## config.mk

```make
export PLATFORM = sky130hd
export DESIGN_NAME = counter_run_ctrl
export DESIGN_NICKNAME = d
export VERILOG_FILES = /design/src/rtl/counter_run_ctrl.sv
export SDC_FILE = /design/constraint.sdc
export NUM_CORES = 1
export LEC_CHECK = 0
export ABC_AREA = 1
export CAP_MARGIN = 0
export CORE_UTILIZATION = 63
export CTS_BUF_LIST = sky130_fd_sc_hd__clkbuf_4 sky130_fd_sc_hd__clkbuf_8
export DETAILED_ROUTE_END_ITERATION = 12
export DONT_BUFFER_PORTS = 1
export GPL_TIMING_DRIVEN = 0
export PLACE_DENSITY_LB_ADDON = 0.2
export SYNTH_ARGS = -nofsm -noshare
export SYNTH_HDL_FRONTEND = slang
export SYNTH_SLANG_ARGS = --single-unit
```

## constraint.sdc

```tcl
create_clock -name clk -period 2.7 [get_ports clk]
set_input_delay 0.675 -clock clk [delete_from_list [all_inputs] [get_ports clk]]
set_output_delay 0.675 -clock clk [all_outputs]
set_load 0.005 [all_outputs]
```

## src/rtl/counter_run_ctrl.sv

```systemverilog
// counter_run_ctrl: command-driven sequencer for an enable-gated counter.
// It issues one-cycle EN pulses at a programmable prescaled rate, either
// for a fixed number of counts or free-running, issues a one-cycle clear
// pulse on CLEAR, and keeps a shadow copy of the count.
// Every output is decoded from registered state only.
module counter_run_ctrl #(
    parameter int WIDTH   = 8,
    parameter int PRESC_W = 16
) (
    input  logic               clk,
    input  logic               rst,
    input  logic               cmd_valid,
    output logic               cmd_ready,
    input  logic [1:0]         cmd_op,
    input  logic [WIDTH-1:0]   cmd_arg,
    input  logic [PRESC_W-1:0] presc,
    output logic               cnt_en,
    output logic               cnt_clr,
    output logic               busy,
    output logic               done,
    output logic [WIDTH-1:0]   run_count
);

    localparam logic [2:0] ST_IDLE = 3'd0;
    localparam logic [2:0] ST_CLR  = 3'd1;
    localparam logic [2:0] ST_RUN  = 3'd2;
    localparam logic [2:0] ST_FREE = 3'd3;
    localparam logic [2:0] ST_DONE = 3'd4;

    localparam logic [1:0] OP_CLEAR = 2'b00;
    localparam logic [1:0] OP_RUN_N = 2'b01;
    localparam logic [1:0] OP_FREE  = 2'b10;
    localparam logic [1:0] OP_STOP  = 2'b11;

    logic [2:0]         state_q,     state_d;
    logic [WIDTH-1:0]   remaining_q, remaining_d;
    logic [PRESC_W-1:0] pc_q,        pc_d;
    logic [PRESC_W-1:0] presc_q,     presc_d;
    logic [WIDTH-1:0]   run_count_q, run_count_d;

    logic running;
    logic accept;

    // Output decode from registered state; no input reaches an output.
    always_comb begin
        running   = (state_q == ST_RUN) || (state_q == ST_FREE);
        cnt_en    = running && (pc_q == presc_q);
        cnt_clr   = (state_q == ST_CLR);
        busy      = running;
        done      = (state_q == ST_DONE);
        cmd_ready = (state_q != ST_CLR);
        run_count = run_count_q;
        accept    = cmd_valid && cmd_ready;
    end

    // Next-state logic: pulse bookkeeping first, then an accepted command overrides.
    always_comb begin
        state_d     = state_q;
        remaining_d = remaining_q;
        pc_d        = pc_q;
        presc_d     = presc_q;
        run_count_d = run_count_q;

        // Prescaler and pulse accounting while running.
        if (cnt_en) begin
            run_count_d = run_count_q + WIDTH'(1);
            pc_d        = {PRESC_W{1'b0}};
            if (state_q == ST_RUN) begin
                remaining_d = remaining_q - WIDTH'(1);
                // remaining==0 cannot occur in RUN; treated as last pulse for safety.
                if (remaining_q <= WIDTH'(1)) begin
                    state_d = ST_DONE;
                end else begin
                    state_d = ST_RUN;
                end
            end else begin
                remaining_d = remaining_q;
            end
        end else if (running) begin
            pc_d = pc_q + PRESC_W'(1);
        end else begin
            pc_d = pc_q;
        end

        // CLR lasts exactly one cycle and cannot accept commands.
        if (state_q == ST_CLR) begin
            state_d = ST_IDLE;
        end else begin
            state_d = state_d;
        end

        if (accept) begin
            case (cmd_op)
                OP_CLEAR: begin
                    state_d     = ST_CLR;
                    run_count_d = {WIDTH{1'b0}};
                end
                OP_RUN_N: begin
                    presc_d     = presc;
                    pc_d        = {PRESC_W{1'b0}};
                    remaining_d = cmd_arg;
                    if (cmd_arg == {WIDTH{1'b0}}) begin
                        state_d = ST_DONE;
                    end else begin
                        state_d = ST_RUN;
                    end
                end
                OP_FREE: begin
                    presc_d = presc;
                    pc_d    = {PRESC_W{1'b0}};
                    state_d = ST_FREE;
                end
                OP_STOP: begin
                    state_d = ST_IDLE;
                end
                default: begin
                    state_d = ST_IDLE;
                end
            endcase
        end else begin
            state_d = state_d;
        end
    end

    // State registers with synchronous active-high reset.
    always_ff @(posedge clk) begin
        if (rst) begin
            state_q     <= ST_IDLE;
            remaining_q <= {WIDTH{1'b0}};
            pc_q        <= {PRESC_W{1'b0}};
            presc_q     <= {PRESC_W{1'b0}};
            run_count_q <= {WIDTH{1'b0}};
        end else begin
            state_q     <= state_d;
            remaining_q <= remaining_d;
            pc_q        <= pc_d;
            presc_q     <= presc_d;
            run_count_q <= run_count_d;
        end
    end

endmodule

```

======== Word-level counts from Yosys, hierarchy flattened ========
Cells that the tools add are included.
storage, ports and cells
  flip-flop bits (word level) ............. 51
  input port bits ......................... 29
  output and inout port bits .............. 13
  logic and storage cells ................. 46
cells by class
  add/sub/neg operators ................... 3
  $lt $le $gt $ge ......................... 1
  equal/unequal tests ..................... 9
  mux-type cells .......................... 18
  reduce and logical (&&, ||, !) cells .... 10
operators by type and width
  cell                                                                      number
  16-bit two-way mux                                                        4
  8-bit two-way mux                                                         7
  3-bit two-way mux                                                         6
  16-bit by 1-bit adder with 16-bit output (second input constant)          1
  16-bit equality test                                                      1
  3-bit case mux with 4 select lines                                        1
  8-bit by 1-bit adder with 8-bit output (second input constant)            1
  8-bit by 1-bit <= comparator with 1-bit output (second input constant)    1
  8-bit logical NOT                                                         1
  8-bit by 1-bit subtractor with 8-bit output (second input constant)       1
  3-bit by 2-bit equality test with 1-bit output (second input constant)    2
  3-bit nonzero test                                                        2
  2-bit equality test (second input constant)                               2
  2-bit AND reduction                                                       2
  3-bit by 1-bit equality test with 1-bit output (second input constant)    1
  3-bit equality test (second input constant)                               1
  3-bit by 1-bit inequality test with 1-bit output (second input constant)  1
  2-bit by 1-bit equality test with 1-bit output (second input constant)    1
  1-bit logical AND                                                         2
  2-bit logical NOT                                                         1
  2-bit OR reduction                                                        1
  1-bit logical OR                                                          1

======== Logic depth before layout (Yosys ltp) ========
  depth after elaboration ................. 6
  mapped depth ............................ 12
  mapped depth without buffers ............ 12

======== Worst setup path before layout ========
Ideal clock, no wire load.
  kind .................................... flip-flop to output port
  start ................................... register state_q[1]
  end ..................................... output cnt_en
  arrival ................................. 1.169 ns
  data required time ...................... 2.025 ns
  slack ................................... 0.856 ns
  stages on the path, launching flop included .. 6
  buffers on the path ..................... 1
  cells stage by stage .................... dfxtp_1 > inv_2 > nor2_4 > buf_2 > nand4_1 > nor4_1
between the ends
  longest elaborated chain between the ends .. 3
  elaborated cells between the ends (all ways) .. 4
  classes of those cells .................. eq/ne: 2; reduce/logical: 2
ends and longest elaborated chain
  what                                            line  RTL
  start, declared                                 35    logic [2:0] state_q, state_d;
  start signal, assigned                          134   state_q <= state_d;
  3-bit by 2-bit equality test with 1-bit output  46    running = (state_q == ST_RUN) || (state_q == ST_FREE);
  1-bit logical OR *                              46
  net busy                                        19    output logic busy,
  1-bit logical AND *                             47    cnt_en = running && (pc_q == presc_q);
  end, declared                                   17    output logic cnt_en,
The timed path passes the listed nets; every way through them passes the cells marked *.

======== Worst setup path after layout ========
Same ends and word-level chain as after synthesis.

==> flow_summary.yaml <==
timing:
  hold_ws_ns: 0.424
  fmax_mhz: 401
  tightestPinTransition_ns: 0.684
  skew_ns: 0.00905
  period_needed_ns: 2.50
  hold_violations: 0
  setup_viol: 0
  rsz0062_at_grt: "false"
  finalSetupTns_ns: 0
  fin_crit_sh_pct: 92.4
  finalMaxSlewViolations: 0
  max-slew-margin-rel_pct: 54.1
synthesis:
  synth_area_um2: 3200
  synth_cells: 516
  synth_top_area_cell: "dfxtp_1"
  yosys-top-cells-area: "dfxtp_1 (32%), nand2_1 (18%), inv_1 (7.9%)"
  synthArstFlopShare_pct: 0
  yosys.cell_types.count: 30
  ys.flop_type: "dfxtp_1"
  ys_seq_area_share_pct: 31.9
  synth_edf_count: 0
  synth_fa_ha_area_share_pct: 3.13
  synth_compound_area_share_pct: 10.7
  ys_ff_latch: 51
  yosysWarnings: 0
  synth_top_family_by_area: "simple AND/OR/NAND/NOR gates"
  syn_area_per_cell_um2: 6.21
  muxShareOfSynthArea_pct: 0
  synth_simple_gate_area_share_pct: 37.5
  yosysTopAreaCellShare_pct: 31.9
  syn_nets: 553
  synth_xor_area_share_pct: 5.20
floorplanning:
  fp.dieW_um: 73.3
  core_area_um2: 4820
  die_h_um: 73.3
  dieArea_um2: 5370
  start_util_pct: 66.5
  ios: 42
  row_count: 25
cts:
  clk_pin_slew_ns: 0.09
  hold_buffers: 0
  clock_sinks: 51
  cts-root-buf: "clkbuf_8"
  cts_made_buffers: 5
  cts_tree: "done"
  clock_latency_ns: 0.31
  postCtsSetupBuffers: 0
  h-tree-depth: 2
  cts_buffer_depth: 2
  cts_resized: 0
detailed_routing:
  drc: 0
  wire_per_inst_um: 12.5
  drt_wl_total_um: 7380
  vias: 3183
  final_antenna_net_count: 0
  dr.pass1.iters: 4
  routed_via_density: 5.39
  drtIter0Drc: 189
global_route:
  grt_max_degree: 15
  first_global_vias: 2840
  grt-ovfl-total: 0
  grt_antenna_before_repair: 0
  track_usage_pct: 28.5
  grt_pass1_wl_um: 11800
layout:
  nNetsFinal: 560
  drive_gt1_share_pct: 8.22
  final_cell_mix: "nand2_1 (151), inv_1 (67), nor2_1 (59)"
  diodes: 0
  area_growth_syn_to_layout_pct: 5.94
  final_common_cell: "nand2_1"
placement:
  port_buffers: 0
  globalplace.congestion: 0.869
  dpl.hpwl_um: 5690
power_and_ir_drop:
  vdd_drop_max_v: 0.000335
  power.leakage_nw: 1.57
  powerDensity_nw_per_um2: 505
  total_power_mw: 1.71
setup_path:
  cp-end-kind: "output port"
  cp.required_ns: 2.03
  crit_arrival_ns: 1.82
  critPathKind: "reg2out"
  reg2reg_slack_ns: 0.88
  worstPathMaxFanout: 10
  worst_setup_path_start_kind: "flip-flop"
run:
  maxCapViolations: 0
status:
  status: "finished clean"
hold_path:
  hp-class: "in2reg"
flip-flops by register name, indices dropped and copies added (netlist names):
register     count
pc_q            16
presc_q         16
run_count        8
remaining_q      8
state_q          3
Yosys cell counts, types with 4 or more instances:
cell / n
a21oi_1: 28
buf_2: 4
dfxtp_1: 51
ha_1: 8
inv_1: 67
inv_2: 19
nand2_1: 151
nand3_1: 26
nand4_1: 16
nor2_1: 59
nor3_1: 7
o21ai_0: 33
xor2_1: 16
worst max-delay path, stage by stage (launching register included):
cell,delay (ns)
dfxtp_1,0.42
inv_2,0.07
nor2_4,0.16
buf_2,0.30
nand4_1,0.12
nor4_1,0.45
kinds of logic after synthesis:
kind of cell,count (synthesis)
AOI/OAI and AO/OA,67
and+or+nand+nor,276
DFF,51
adders and majority gates,8
xor gates and xnor gates,19
buffers and inverters,95
per-layer routing:
| layer | vias to the layer above | global-route usage (%) | share of wire [%] |
|---|---|---|---|
| met1 | 1413 | 37.3 | 44 |
| met4 | 0 | 10.0 | 2.0 |
| met2 | 127 | 46.9 | 45 |
| li1 | 1627 | - | - |
| met3 | 16 | 5.76 | 9.2 |
| met5 | - | 0 | 0 |
final timing paths:
| path | from | endpoint | depth (start not counted) |
|---|---|---|---|
| max | state_q[1]$_SDFFE_PP0P_ | cnt_en | 5 |
| min reg2reg | presc_q[7]$_SDFFE_PP0P_ | presc_q[7]$_SDFFE_PP0P_ | 2 |
| max reg2reg | pc_q[9]$_SDFF_PP0_ | pc_q[6]$_SDFF_PP0_ | 10 |
| min | rst | state_q[0]$_SDFFE_PP0P_ | 1 |
per-stage QoR:
| stage | worst slack [ns] | cells | util [%] | area [um2] |
|---|---|---|---|---|
| floorplan | 0.856 | 516 | - | 3200 |
| global placement | 0.574 | 583 | 68.2 | 3290 |
| detailed placement | 0.556 | 583 | 68.2 | 3290 |
| CTS | 0.219 | 590 | 70.4 | 3390 |
| global route | 0.0803 | 590 | 70.4 | 3390 |
| finish | 0.204 | 590 | 70.4 | 3390 |
report_power, final:
part	internal, mW	switching (mW)
clock network	0.282	0.252
registers	0.788	0.0298
logic	0.118	0.245
total	1.19	0.527
area by class of cell:
cell class,instances,area [um2]
multi-input cells,370,1810
clock inverters,1,30.0
fillers,466,1420
well taps,67,83.8
inverters,86,323
plain buffers,9,50.0
clock buffers,6,76.3
flip-flops and latches,51,1020
(Power assumes the default switching activity.)
